`config.mk`:
```
export PLATFORM = sky130hd
export DESIGN_NAME = decoder_nx_scan
export DESIGN_NICKNAME = d
export VERILOG_FILES = /design/src/rtl/decoder_nx_scan.sv
export SDC_FILE = /design/constraint.sdc
export NUM_CORES = 1
export LEC_CHECK = 0
export ABC_AREA = 1
export BUFFER_PORTS_ARGS = -buffer_cell sky130_fd_sc_hd__buf_4
export CORE_AREA = 2 2 39 41
export CTS_BUF_LIST = sky130_fd_sc_hd__clkbuf_16
export CTS_CLUSTER_SIZE = 25
export DETAILED_ROUTE_END_ITERATION = 16
export DIE_AREA = 0 0 41 43
export PLACE_DENSITY_LB_ADDON = 0.15
export SYNTH_ARGS = -nofsm -noshare
export SYNTH_HDL_FRONTEND = slang
export SYNTH_SLANG_ARGS = --single-unit
```
`constraint.sdc`:
```
create_clock -name clk -period 1.5 [get_ports clk]
set_input_delay 0.3 -clock clk [delete_from_list [all_inputs] [get_ports clk]]
set_output_delay 0.3 -clock clk [all_outputs]
set_load 0.005 [all_outputs]
```
`src/rtl/decoder_nx_scan.sv`:
```
// decoder_nx_scan: registered N-to-2^N one-hot decoder with enable, load and
// an auto-scan mode that walks the one-hot output at a programmable rate.
// Optional build macro DECODER_ACTIVE_LOW_EN: y is driven active-low (one bit
// low while enabled, all ones at reset/blank); idx and wrap are unaffected.
module decoder_nx_scan #(
    parameter int N        = 2,
    parameter int PRESCALE = 4
) (
    input  logic              clk,
    input  logic              rst,
    input  logic              en,
    input  logic              mode,
    input  logic              load,
    input  logic [N-1:0]      val,
    output logic [(1<<N)-1:0] y,
    output logic [N-1:0]      idx,
    output logic              wrap
);

    localparam int YW = 1 << N;
    localparam int PW = (PRESCALE > 1) ? $clog2(PRESCALE) : 1;
    localparam logic [PW-1:0] PSC_LAST = PW'(PRESCALE - 1);

`ifdef DECODER_ACTIVE_LOW_EN
    localparam logic [YW-1:0] Y_BLANK = '1;
`else
    localparam logic [YW-1:0] Y_BLANK = '0;
`endif

    // One-hot encode an index into the output polarity of this build.
    function automatic logic [YW-1:0] encode_y(input logic [N-1:0] i);
        logic [YW-1:0] onehot;
        onehot = YW'(1) << i;
`ifdef DECODER_ACTIVE_LOW_EN
        return ~onehot;
`else
        return onehot;
`endif
    endfunction

    logic [N-1:0]  idx_p0, idx_nxt;
    logic [PW-1:0] psc_p0, psc_nxt;
    logic          mode_p0, mode_nxt;
    logic [YW-1:0] y_p0, y_nxt;
    logic          wrap_p0, wrap_nxt;

    // Next-state: load beats a scan step; a fresh 0->1 mode edge restarts the
    // prescaler so the first step lands a full PRESCALE cycles later.
    always_comb begin
        idx_nxt  = idx_p0;
        psc_nxt  = psc_p0;
        mode_nxt = mode_p0;
        wrap_nxt = 1'b0;
        y_nxt    = Y_BLANK;
        if (en) begin
            mode_nxt = mode;
            if (load) begin
                idx_nxt = val;
                psc_nxt = '0;
            end else if (mode) begin
                if (!mode_p0) begin
                    psc_nxt = '0;
                end else if (psc_p0 == PSC_LAST) begin
                    psc_nxt  = '0;
                    idx_nxt  = idx_p0 + 1'b1;
                    wrap_nxt = &idx_p0;
                end else begin
                    psc_nxt = psc_p0 + 1'b1;
                end
            end
            y_nxt = encode_y(idx_nxt);
        end
    end

    // State and output registers; everything holds while en is low except the
    // blanked output and the cleared wrap pulse.
    always_ff @(posedge clk) begin
        if (rst) begin
            idx_p0  <= '0;
            psc_p0  <= '0;
            mode_p0 <= 1'b0;
            y_p0    <= Y_BLANK;
            wrap_p0 <= 1'b0;
        end else begin
            idx_p0  <= idx_nxt;
            psc_p0  <= psc_nxt;
            mode_p0 <= mode_nxt;
            y_p0    <= y_nxt;
            wrap_p0 <= wrap_nxt;
        end
    end

    assign y    = y_p0;
    assign idx  = idx_p0;
    assign wrap = wrap_p0;

endmodule
```
# After elaboration in Yosys (flattened, before gate mapping)
# Index checks and enable logic that the tools add are counted.
[classes]
add_sub_neg = 2
n_eq_ne = 1
n_shift = 1
muxes = 9
bitwise_logic = 4
n_reduce_logical = 5
[op_table]
columns = ["cell", "n"]
rows = [
  ["two-way mux 2 bit", 9],
  ["OR reduction 6 bit", 1],
  ["adder 2 x 1 -> 2 bit (second input constant)", 2],
  ["inverter 1 bit", 4],
  ["AND reduction 2 bit", 2],
  ["<< shifter 1 x 2 -> 4 bit (first input constant)", 1],
  ["equality test 2 bit (second input constant)", 1],
  ["nonzero test 2 bit", 1],
  ["OR reduction 2 bit", 1],
]
[totals]
regBits = 10
inputBits = 7
out_inout_bits = 7
wordCells = 27

# Logic depth before layout (Yosys ltp)
[logic_depth]
depth_word = 7
ltp_mapped = 7
mapped_depth_nobuf = 7

# Least setup slack after synthesis
# OpenSTA, ideal clock, no wires.
[synth_timing]
path_type = "reg2reg"
start = "reg idx_p0[0], in the netlist idx[0]"
end = "reg idx_p0[1], in the netlist idx[1]"
setup_ps = 117
arrival_ps = 912
setup_slack_ps = 471
stages_incl_launch_ff = 6
n_path_buf = 0
period_less_slack_ps = 1029
path_cell_list = "dfxtp_1 -> ha_1 -> nand4_1 -> nand3_1 -> nand3_1 -> nand2_1"
[synth_between]
elab_chain_len = 6
[synth_lines]
columns = ["element", "line", "rtl"]
rows = [
  ["start, declared", "41", "logic [N-1:0] idx_p0, idx_nxt;"],
  ["start signal, assigned", "85", "idx_p0 <= idx_nxt;"],
  ["adder 2 x 1 -> 2 bit", "65", "idx_nxt = idx_p0 + 1'b1;"],
  ["two-way mux 2 bit", "63", "end else if (psc_p0 == PSC_LAST) begin"],
  ["two-way mux 2 bit", "61", "if (!mode_p0) begin"],
  ["two-way mux 2 bit", "60", "end else if (mode) begin"],
  ["two-way mux 2 bit", "57", "if (load) begin"],
  ["two-way mux 2 bit", "55", "if (en) begin"],
]
# No other way between the ends. The select of a mux whose other input is x is not followed.
# A chain may end at the register's enable or synchronous reset.

# Final worst setup path
[layout_timing]
start = "reg psc_p0[0]"
end = "reg y_p0[1], in the netlist y[1]"
[layout_between]
elab_chain_len = 7
[layout_lines]
columns = ["element", "line", "rtl"]
rows = [
  ["start, declared", "42", "logic [PW-1:0] psc_p0, psc_nxt;"],
  ["start signal, assigned", "86", "psc_p0 <= psc_nxt;"],
  ["equality test 2 bit", "63", ""],
  ["two-way mux 2 bit", "63", ""],
  ["two-way mux 2 bit", "61", ""],
  ["two-way mux 2 bit", "60", ""],
  ["two-way mux 2 bit", "57", ""],
  ["two-way mux 2 bit", "55", ""],
  ["<< shifter 1 x 2 -> 4 bit", "33", "onehot = YW'(1) << i;"],
  ["end signal, assigned", "88", "y_p0 <= y_nxt;"],
  ["end, declared", "44", "logic [YW-1:0] y_p0, y_nxt;"],
]
# No other way between the ends. The select of a mux whose other input is x is not followed.

==> results.ini <==
[sta]
slew_violations = 0
fmax_mhz = 881.0
skew_ns = 0.001536
worst_pin_slew_ns = 0.2192
period_needed_ns = 1.135
setup_viol = 0
period_share_pct = 75.67
hold_viol = 0
setup_ws_ns = 0.3649
slew_headroom_pct = 85.37
rsz0062_at_grt = no
finalSetupTns_ns = 0

[power_and_ir_drop]
vdd_ir_drop_max_mv = 0.5121
power_density_nw_per_um2 = 1297
leakage_nw = 0.3271

[grt]
grt_pass1_wl_um = 1428
antenna_found_initial = 0
grt_pass1_vias = 343
grt_max_degree = 8
grt.total_usage_pct = 13.17
gr-total-overflow = 0

[worst_setup_path]
required_ns = 1.67
cp.arrival_ns = 1.30
cp-end-kind = flop
reg2reg_depth = 7
critPathLaunchType = flop
crit_type = reg -> reg
worst-path-max-fanout = 4

[routing]
wire_per_inst_um = 10.19
vias_per_cell = 4.633
drtIter0Drc = 3
dr.pass1.iters = 4
num_vias = 417
drc = 0
drtAntennaViolNets = 0
wl_um = 917

[floorplanning]
start_util_pct = 32.46
dieHeight_um = 43
die_w_um = 41
die-area_um2 = 1763
num_io_pins = 14
rows = 14
core-area_um2 = 1384

[yosys]
synth_nets = 68
synth_top_family_by_area = simple AND/OR/NAND/NOR gates
synthCells = 58
netlist_area_um2 = 449.2
syn_avg_cell_area_um2 = 7.744
synthAdderAreaFrac_pct = 8.357
ys_seq_area_share_pct = 44.57
ys.warnings.count = 0
synthDistinctLibCells = 15
synth_compound_area_share_pct = 8.635
synthSimpleGateAreaFrac_pct = 31.75
synthMuxAreaShare_pct = 0
ys_seq_elements = 10
synth_xor_area_share_pct = 0

[placement]
place_ws_ns = 0.3484
dp_hpwl_um = 695.3
portBuffers = 13
gp_congestion = 0.8002

[finish]
final_cell_mix = buf_4, nand2_1, dfxtp_1
area_delta_synth_final_pct = 42.90
final_common_cell = buf_4
nets = 86
diodes = 0
drive_above_1_share_pct = 28.38

[cts]
clk_latency_ns = 0.23
cts_root_buf = clkbuf_16
cts_inserted_buffers = 3
cts_max_path_buffers = 2
cts_resized = 0
cts_sinks = 10
cts_max_level = 1
cts.clk_slew.worst_paths_ns = 0.04
cts_tree = done
cts_setup_buffers = 0
cts_hold_buf = 0

[outcome]
outcome = completed

[job]
maxCapViolCount = 0

[hold_path]
min_path_cells = 2
hp-class = in -> reg

## flip-flops by register name, indices dropped and copies added (netlist names)
name and flops:
psc_p0 2, mode_p0 1, idx 2, wrap 1, y 4
## cell usage after synthesis (all sizes together)
cell type	instances	area, µm²
nand2	11	43.80
dfxtp	10	200.2
nand3	9	50.05
inv	8	30.03
nor2	6	22.52
a21oi	4	23.77
ha	3	37.54
o21ai	3	15.01
nand4	2	12.51
nor3	1	5.000
or2	1	8.760
## cell families (layout without fill, tap and decap cells)
logic type / count (synthesis) / count (layout)
fa+ha+maj: 3 / 3
compound gates: 7 / 7
flops: 10 / 10
simple gates: 30 / 30
buf+inv: 8 / 24
## report_power, final
part | leakage [nW] | switching (W) | internal, W
combinational | 0.208 | 0.0000387 | 0.0000368
sequential | 0.0819 | 0.0000110 | 0.000280
clock | 0.0370 | 0.000120 | 0.000345
## worst max-delay path: stages, from the launching register on
cell and delay (ns):
dfxtp_1 0.36, ha_1 0.19, nand3_1 0.10, nand2_1 0.08
nand3_1 0.10, nand2_1 0.07, nand2_1 0.07, nor2_1 0.10
## worst paths after layout
check        slack [ns]         to  startpoint
max                0.36       y[1]   psc_p0[0]
min                0.24  psc_p0[1]         rst
max reg2reg        0.36       y[1]   psc_p0[0]
min reg2reg        0.52     idx[1]      idx[1]
## per-layer routing
metal	routed length (µm)	vias to the layer above	global-route usage, %
li1	-	223	-
met1	389	179	14.84
met2	447	11	18.13
met3	51	4	4.712
met4	28	0	12.00
met5	0	-	0
## cell type report
class	count	area, µm²
inverters	8	30.03
well taps	16	20.02
flip-flops and latches	10	200.2
repair buffers	13	97.59
fillers	126	742.0
clock buffers	3	75.07
multi-input cells	40	219.0
## stage by stage
step	hold WS (ns)	utilization, %	instances	instance area (µm²)	power [W]
after detailed placement	0.4833	40.96	87	566.8	0.0003713
after global placement	0.4828	40.96	87	566.8	0.0003714
after global routing	0.2496	46.38	90	641.9	0.0008688
final	0.2427	46.38	90	641.9	0.0008324
after floorplan	0.3724	-	58	449.2	0.0003351
after CTS	0.2364	46.38	90	641.9	0.0008443
(Power assumes the default switching activity.)
